==> src/rtl/rgb_pwm_pkg.sv <==
// ------------------------------------------------------------------
// rgb_pwm_pkg : shared types and constants for the RGB PWM generator
// Revision 1.0
// ------------------------------------------------------------------
`default_nettype none

package rgb_pwm_pkg;

  typedef enum logic [1:0] {
    IDLE = 2'd0,
    LOAD = 2'd1,
    RUN  = 2'd2
  } state_t;

  localparam int DUTY_W = 8;
  localparam logic [DUTY_W-1:0] PCNT_MAX = 8'd254;

  // Width of a counter spanning 0..div-1, never narrower than one bit.
  function automatic int presc_width(input int div);
    return (div < 2) ? 1 : $clog2(div);
  endfunction

endpackage

`default_nettype wire

==> src/rtl/pwm_channel.sv <==
// ------------------------------------------------------------------
// pwm_channel : stability filter, period-boundary shadow and comparator
// Revision 1.0
// ------------------------------------------------------------------
`default_nettype none

module pwm_channel
  import rgb_pwm_pkg::*;
#(
  parameter bit ACTIVE_LOW = 1'b0
) (
  input  logic              clk,
  input  logic              rst_n,
  input  logic [DUTY_W-1:0] time_in,
  input  logic              load_shadow,
  input  logic              run,
  input  logic [DUTY_W-1:0] pcnt,
  output logic              pwm_out
);

  logic [DUTY_W-1:0] stage;
  logic [DUTY_W-1:0] stable;
  logic [DUTY_W-1:0] shadow;

  always_ff @(posedge clk or negedge rst_n) begin
    if (!rst_n) begin
      stage   <= '0;
      stable  <= '0;
      shadow  <= '0;
      pwm_out <= ACTIVE_LOW;
    end else begin
      stage <= time_in;
      // Accept a value only once it has been seen on two consecutive edges.
      if (stage == time_in) begin
        stable <= time_in;
      end
      if (load_shadow) begin
        shadow <= stable;
      end
      pwm_out <= ACTIVE_LOW ^ (run && (pcnt < shadow));
    end
  end

endmodule

`default_nettype wire

==> src/rtl/rgb_pwm_generator.sv <==
// ------------------------------------------------------------------
// rgb_pwm_generator : three-channel glitch-free PWM for the RGB LED pins
// Revision 1.0
// ------------------------------------------------------------------
`default_nettype none

module rgb_pwm_generator
  import rgb_pwm_pkg::*;
#(
  parameter int CLK_DIV    = 390,
  parameter bit ACTIVE_LOW = 1'b0
) (
  input  logic              clk,
  input  logic              rst_n,
  input  logic              en,
  input  logic [DUTY_W-1:0] R_time_in,
  input  logic [DUTY_W-1:0] G_time_in,
  input  logic [DUTY_W-1:0] B_time_in,
  output logic              R_out,
  output logic              G_out,
  output logic              B_out,
  output logic              period_start
);

  localparam int PW = presc_width(CLK_DIV);
  localparam logic [PW-1:0] PRESC_LAST = PW'(CLK_DIV - 1);

  state_t            state;
  logic [PW-1:0]     presc;
  logic [DUTY_W-1:0] pcnt;
  logic              run;
  logic              tick;
  logic              wrap;
  logic              load_shadow;
  logic [DUTY_W-1:0] time_in [3];
  logic [2:0]        ch_out;

  assign run         = (state == RUN);
  assign tick        = run && (presc == PRESC_LAST);
  assign wrap        = tick && (pcnt == PCNT_MAX);
  assign load_shadow = (state == LOAD) || wrap;

  always_ff @(posedge clk or negedge rst_n) begin
    if (!rst_n) begin
      state        <= IDLE;
      presc        <= '0;
      pcnt         <= '0;
      period_start <= 1'b0;
    end else begin
      period_start <= run && (pcnt == '0) && (presc == '0);
      case (state)
        IDLE: begin
          presc <= '0;
          pcnt  <= '0;
          if (en) begin
            state <= LOAD;
          end
        end
        LOAD: begin
          presc <= '0;
          pcnt  <= '0;
          state <= RUN;
        end
        RUN: begin
          // Dropping en truncates the current period rather than finishing it.
          if (!en) begin
            state <= IDLE;
            presc <= '0;
            pcnt  <= '0;
          end else if (tick) begin
            presc <= '0;
            pcnt  <= wrap ? '0 : pcnt + DUTY_W'(1);
          end else begin
            presc <= presc + PW'(1);
          end
        end
        default: begin
          state <= IDLE;
          presc <= '0;
          pcnt  <= '0;
        end
      endcase
    end
  end

  assign time_in[0] = R_time_in;
  assign time_in[1] = G_time_in;
  assign time_in[2] = B_time_in;

  for (genvar i = 0; i < 3; i++) begin : g_chan
    pwm_channel #(
      .ACTIVE_LOW (ACTIVE_LOW)
    ) u_chan (
      .clk         (clk),
      .rst_n       (rst_n),
      .time_in     (time_in[i]),
      .load_shadow (load_shadow),
      .run         (run),
      .pcnt        (pcnt),
      .pwm_out     (ch_out[i])
    );
  end

  assign R_out = ch_out[0];
  assign G_out = ch_out[1];
  assign B_out = ch_out[2];

endmodule

`default_nettype wire

==> config.mk <==
export PLATFORM = sky130hd
export DESIGN_NAME = rgb_pwm_generator
export DESIGN_NICKNAME = d
export VERILOG_FILES = /design/src/rtl/rgb_pwm_pkg.sv /design/src/rtl/pwm_channel.sv /design/src/rtl/rgb_pwm_generator.sv
export SDC_FILE = /design/constraint.sdc
export NUM_CORES = 1
export LEC_CHECK = 0
export CAP_MARGIN = 20
export CORE_MARGIN = 2
export CORE_UTILIZATION = 55
export CTS_CLUSTER_SIZE = 24
export DETAILED_ROUTE_END_ITERATION = 8
export PLACE_DENSITY = 0.76
export SKIP_LAST_GASP = 1
export SYNTH_ARGS = -nofsm -noshare
export SYNTH_HDL_FRONTEND = slang
export SYNTH_HIERARCHICAL = 1
export SYNTH_SLANG_ARGS = --single-unit
==> constraint.sdc <==
create_clock -name clk -period 3.3 [get_ports clk]
set_clock_uncertainty 0.15 [all_clocks]
set_input_delay 0.495 -clock clk [delete_from_list [all_inputs] [get_ports clk]]
set_output_delay 0.495 -clock clk [all_outputs]
set_load 0.01 [all_outputs]
==> results by group <==
STA
  – TNS Setup: 0 ps
  – RSZ-0062 raised after global routing: no
  – Final Worst Setup Slack: 969 ps
  – Actual slew at the worst max-slew pin: between 600 and 700 ps
  – Fmax: about 430 MHz
  – Hold violation count in the final report: 8
  – Slew HR: roughly 60%
  – Max Slew Vio Count: 0
  – Crit share post-route: a little over two thirds
  – Fin crit period: between 2000 and 2500 ps
  – Setup violators final: 0
  – Worst hold slack: -15.9 ps

Synthesis
  – Cells after Synth: ~360
  – Sequential area share after synthesis: ~56%
  – Cell area after synthesis: between 0.004 and 0.005 mm2
  – Predominant post-synthesis flop cell: dfrtp_1
  – Post-synth EDFFs: 0
  – Seq cells post-synth: between 90 and 100
  – Ys async rst share: 100%
  – Synth Warn #: 6
  – Synth Area per Inst: 11.7 um2
  – Unique masters post-synth: 36
  – Mapped Nets: 415

Detailed routing
  – Total Routed Length: between 7000 and 8000 um
  – DR vias/cell: roughly 5.4
  – DRC errors left: 0
  – 1st-iter DRT viols: between 100 and 150
  – Routed Antenna Nets: 0
  – 1st-pass router iterations: 5
  – Via count: approximately 2700
  – Average routed wire per standard cell: 14.4 um

Worst setup path
  – Setup crit start kind: flip-flop
  – Worst R2R Setup Slack: about 970 ps
  – Worst path cell trace: nand4_1 -> nor2_1 -> nand4_1 -> nand2_1 -> buf_4 -> nand2_1 -> o21ai_0
  – Reg2reg end: g_chan[1].u_chan/shadow[1]
  – CP endpoint: g_chan[1].u_chan/shadow[1]
  – Critical Setup Path Class: reg2reg
  – Worst Setup SP: pcnt[3]
  – Arrival @ worst endpoint: between 2000 and 2500 ps
  – Worst stage delay on the critical path: slightly below 600 ps
  – Worst Setup End Kind: flip-flop
  – R2r startpoint: pcnt[3]
  – Worst path slowest cell: dfrtp_1
  – Required time worst endpoint: about 3400 ps
  – Critical path peak fanout: 22
  – Worst r2r path cells: 7

Status
  – Status: complete, but fails checks
  – Failing checks: hold timing

Power
  – P_leak: 0.00226 uW
  – Seq pwr share: between 50% and 60%
  – Peak VDD IR: between 0.0003 and 0.0004 V
  – Internal: roughly 2000 uW
  – Clk network pwr share: roughly a quarter
  – Sw Pwr: 852 uW
  – Power consumption: between 2000 and 3000 uW
  – Sw Ratio: between 30% and 40%
  – Pwr/cell area: around 580 mW/mm2
  – Comb pwr share: ~22%

Finish
  – ANT cells: 0
  – Final instance area: about 0.0049 mm2
  – Fillcell total: about 600
  – Commonest non-fill, non-tap cells in the layout: 95 x dfrtp_1, 33 x nand2_1, 33 x o21ai_0
  – Commonest non-fill, non-tap cell in the layout: dfrtp_1
  – Area growth from synthesis to layout: 14.9%
  – Final nets: 455
  – Final design utilization: between 60 and 70%
  – Seq. cell area: between 0.002 and 0.0025 mm2
  – Multi-input logic area: 0.00174 mm2
  – Share of cells above drive strength 1: 13.8%

Hold path
  – Tightest Hold Check Type: in2async

CTS
  – Clock slew at reported path FFs: 100 ps
  – Worst-skew pair later-pin latency: 360 ps
  – Hold buffer count at CTS: 0
  – H-tree depth: 3
  – CTS tree: done
  – Post-CTS Resized: 0
  – Setup Fix Bufs, Post-CTS: 0
  – Root buffer cell: clkbuf_8
  – Max Buffers Root-to-Sink: 2
  – # clock sinks: 95
  – CTS buffer count: 9

Global routing
  – Global routing met2 resource utilization: just over 30%
  – Grt met3 use: 3.37%
  – Grt total ovfl: 0
  – Vias in the first global route: about 2700
  – First-pass GRT wire length: 12600 um
  – GRT Overall Usage: about a fifth
  – M1 GR Usage: 25.6%
  – Largest net degree at the start of global routing: 52
  – Initial antenna violation count: 0
  – Grt peak-use layer: met2

Job
  – Max-cap violations: 0

Place
  – Gpl congestion: around 0.74
  – Port Buffers: 30
  – HPWL Detailed: slightly above 5000 um
  – Dpl cell area: approximately 0.0047 mm2
  – Pre-CTS WS: just over 800 ps

Floorplanning
  – Die Span Y: about 90 um
  – Starting Density: between 50% and 60%
  – Die area: about 0.0084 mm2
  – Num rows: 32
  – Die width: between 90 and 100 um
  – Core area: 0.00761 mm2
  – IO Count: 31
[critical path, delay by kind of cell (launching register included)]
family	cells	cell delay, ps
and+or+nand+nor	5	1110
DFF	1	580
buffers and inverters	1	320
AOI/OAI and AO/OA	1	80
[stage by stage]
| step | std cells | hold WS [ps] |
|---|---|---|
| final | 508 | -15.9 |
| after detailed placement | 492 | 317 |
| after floorplan | 361 | 49.4 |
| after global routing | 508 | 46.7 |
| after global placement | 492 | 303 |
| after CTS | 508 | 2.57 |
[synth_stat cells (4+ instances only)]
| master | n | area share, % |
|---|---|---|
| a21o_1 | 7 | 1.2 |
| xor2_1 | 30 | 6.2 |
| nand2b_1 | 7 | 1.0 |
| nand3_1 | 8 | 0.95 |
| inv_1 | 27 | 2.4 |
| and4_1 | 4 | 0.83 |
| nor2_1 | 9 | 0.80 |
| mux2_2 | 27 | 7.2 |
| o21ai_0 | 33 | 3.9 |
| dfrtp_1 | 95 | 56 |
| nand4_1 | 5 | 0.74 |
| nand2_1 | 33 | 2.9 |
| nor4_1 | 8 | 1.2 |
| clkbuf_1 | 4 | 0.35 |
| a21oi_1 | 10 | 1.2 |
| ha_1 | 27 | 8.0 |
[cell type report]
cell class,count,share of cell area (%)
timing repair buffer,34,6.74
sequential,95,48.8
inverter,27,2.08
clock inverter,6,1.18
tap,102,2.62
multi-input combinational,234,35.7
clock buffer,10,2.83
[routing by layer]
layer | part of all wire (%) | wire length, um
met5 | 0 | 0
met3 | 2.9 | 214
met4 | 1.9 | 135
met1 | 46 | 3380
met2 | 49 | 3560
[power by group through the flow]
stage	Sequential, uW	Clock, uW	Combinational, uW
after floorplan	1450	0	418
after global placement	1450	0	602
after detailed placement	1460	0	630
after CTS	1440	766	639
after global routing	1460	810	730
final	1440	739	627
[flip-flops by register name (all words and copies together) (netlist names)]
register,count
g_chan.u_chan/pwm_out,3
g_chan.u_chan/stable,24
state,2
g_chan.u_chan/shadow,24
period_start,1
presc,9
pcnt,8
g_chan.u_chan/stage,24
[kinds of logic after synthesis]
kind of cell / count (synthesis) / synth area share (%)
DFF: 95 / 56.1
and+or+nand+nor: 90 / 11.4
AOI/OAI and AO/OA: 59 / 8.03
buffers and inverters: 32 / 2.86
xor gates and xnor gates: 31 / 6.41
muxes: 27 / 7.18
adders and majority gates: 27 / 7.97
[how the worst min path moves through the flow]
| stage | to | cells after the start |
|---|---|---|
| 2_1_floorplan | g_chan[0].u_chan/pwm_out | 0 |
| 3_3_place_gp | state[0] | 1 |
| 3_5_place_dp | state[0] | 1 |
| 4_1_cts | g_chan[1].u_chan/stage[4] | 1 |
| 5_1_grt | g_chan[0].u_chan/stage[1] | 1 |
| 6_report | g_chan[0].u_chan/stage[7] | 1 |
No activity file was read; power rests on OpenSTA's default activity.
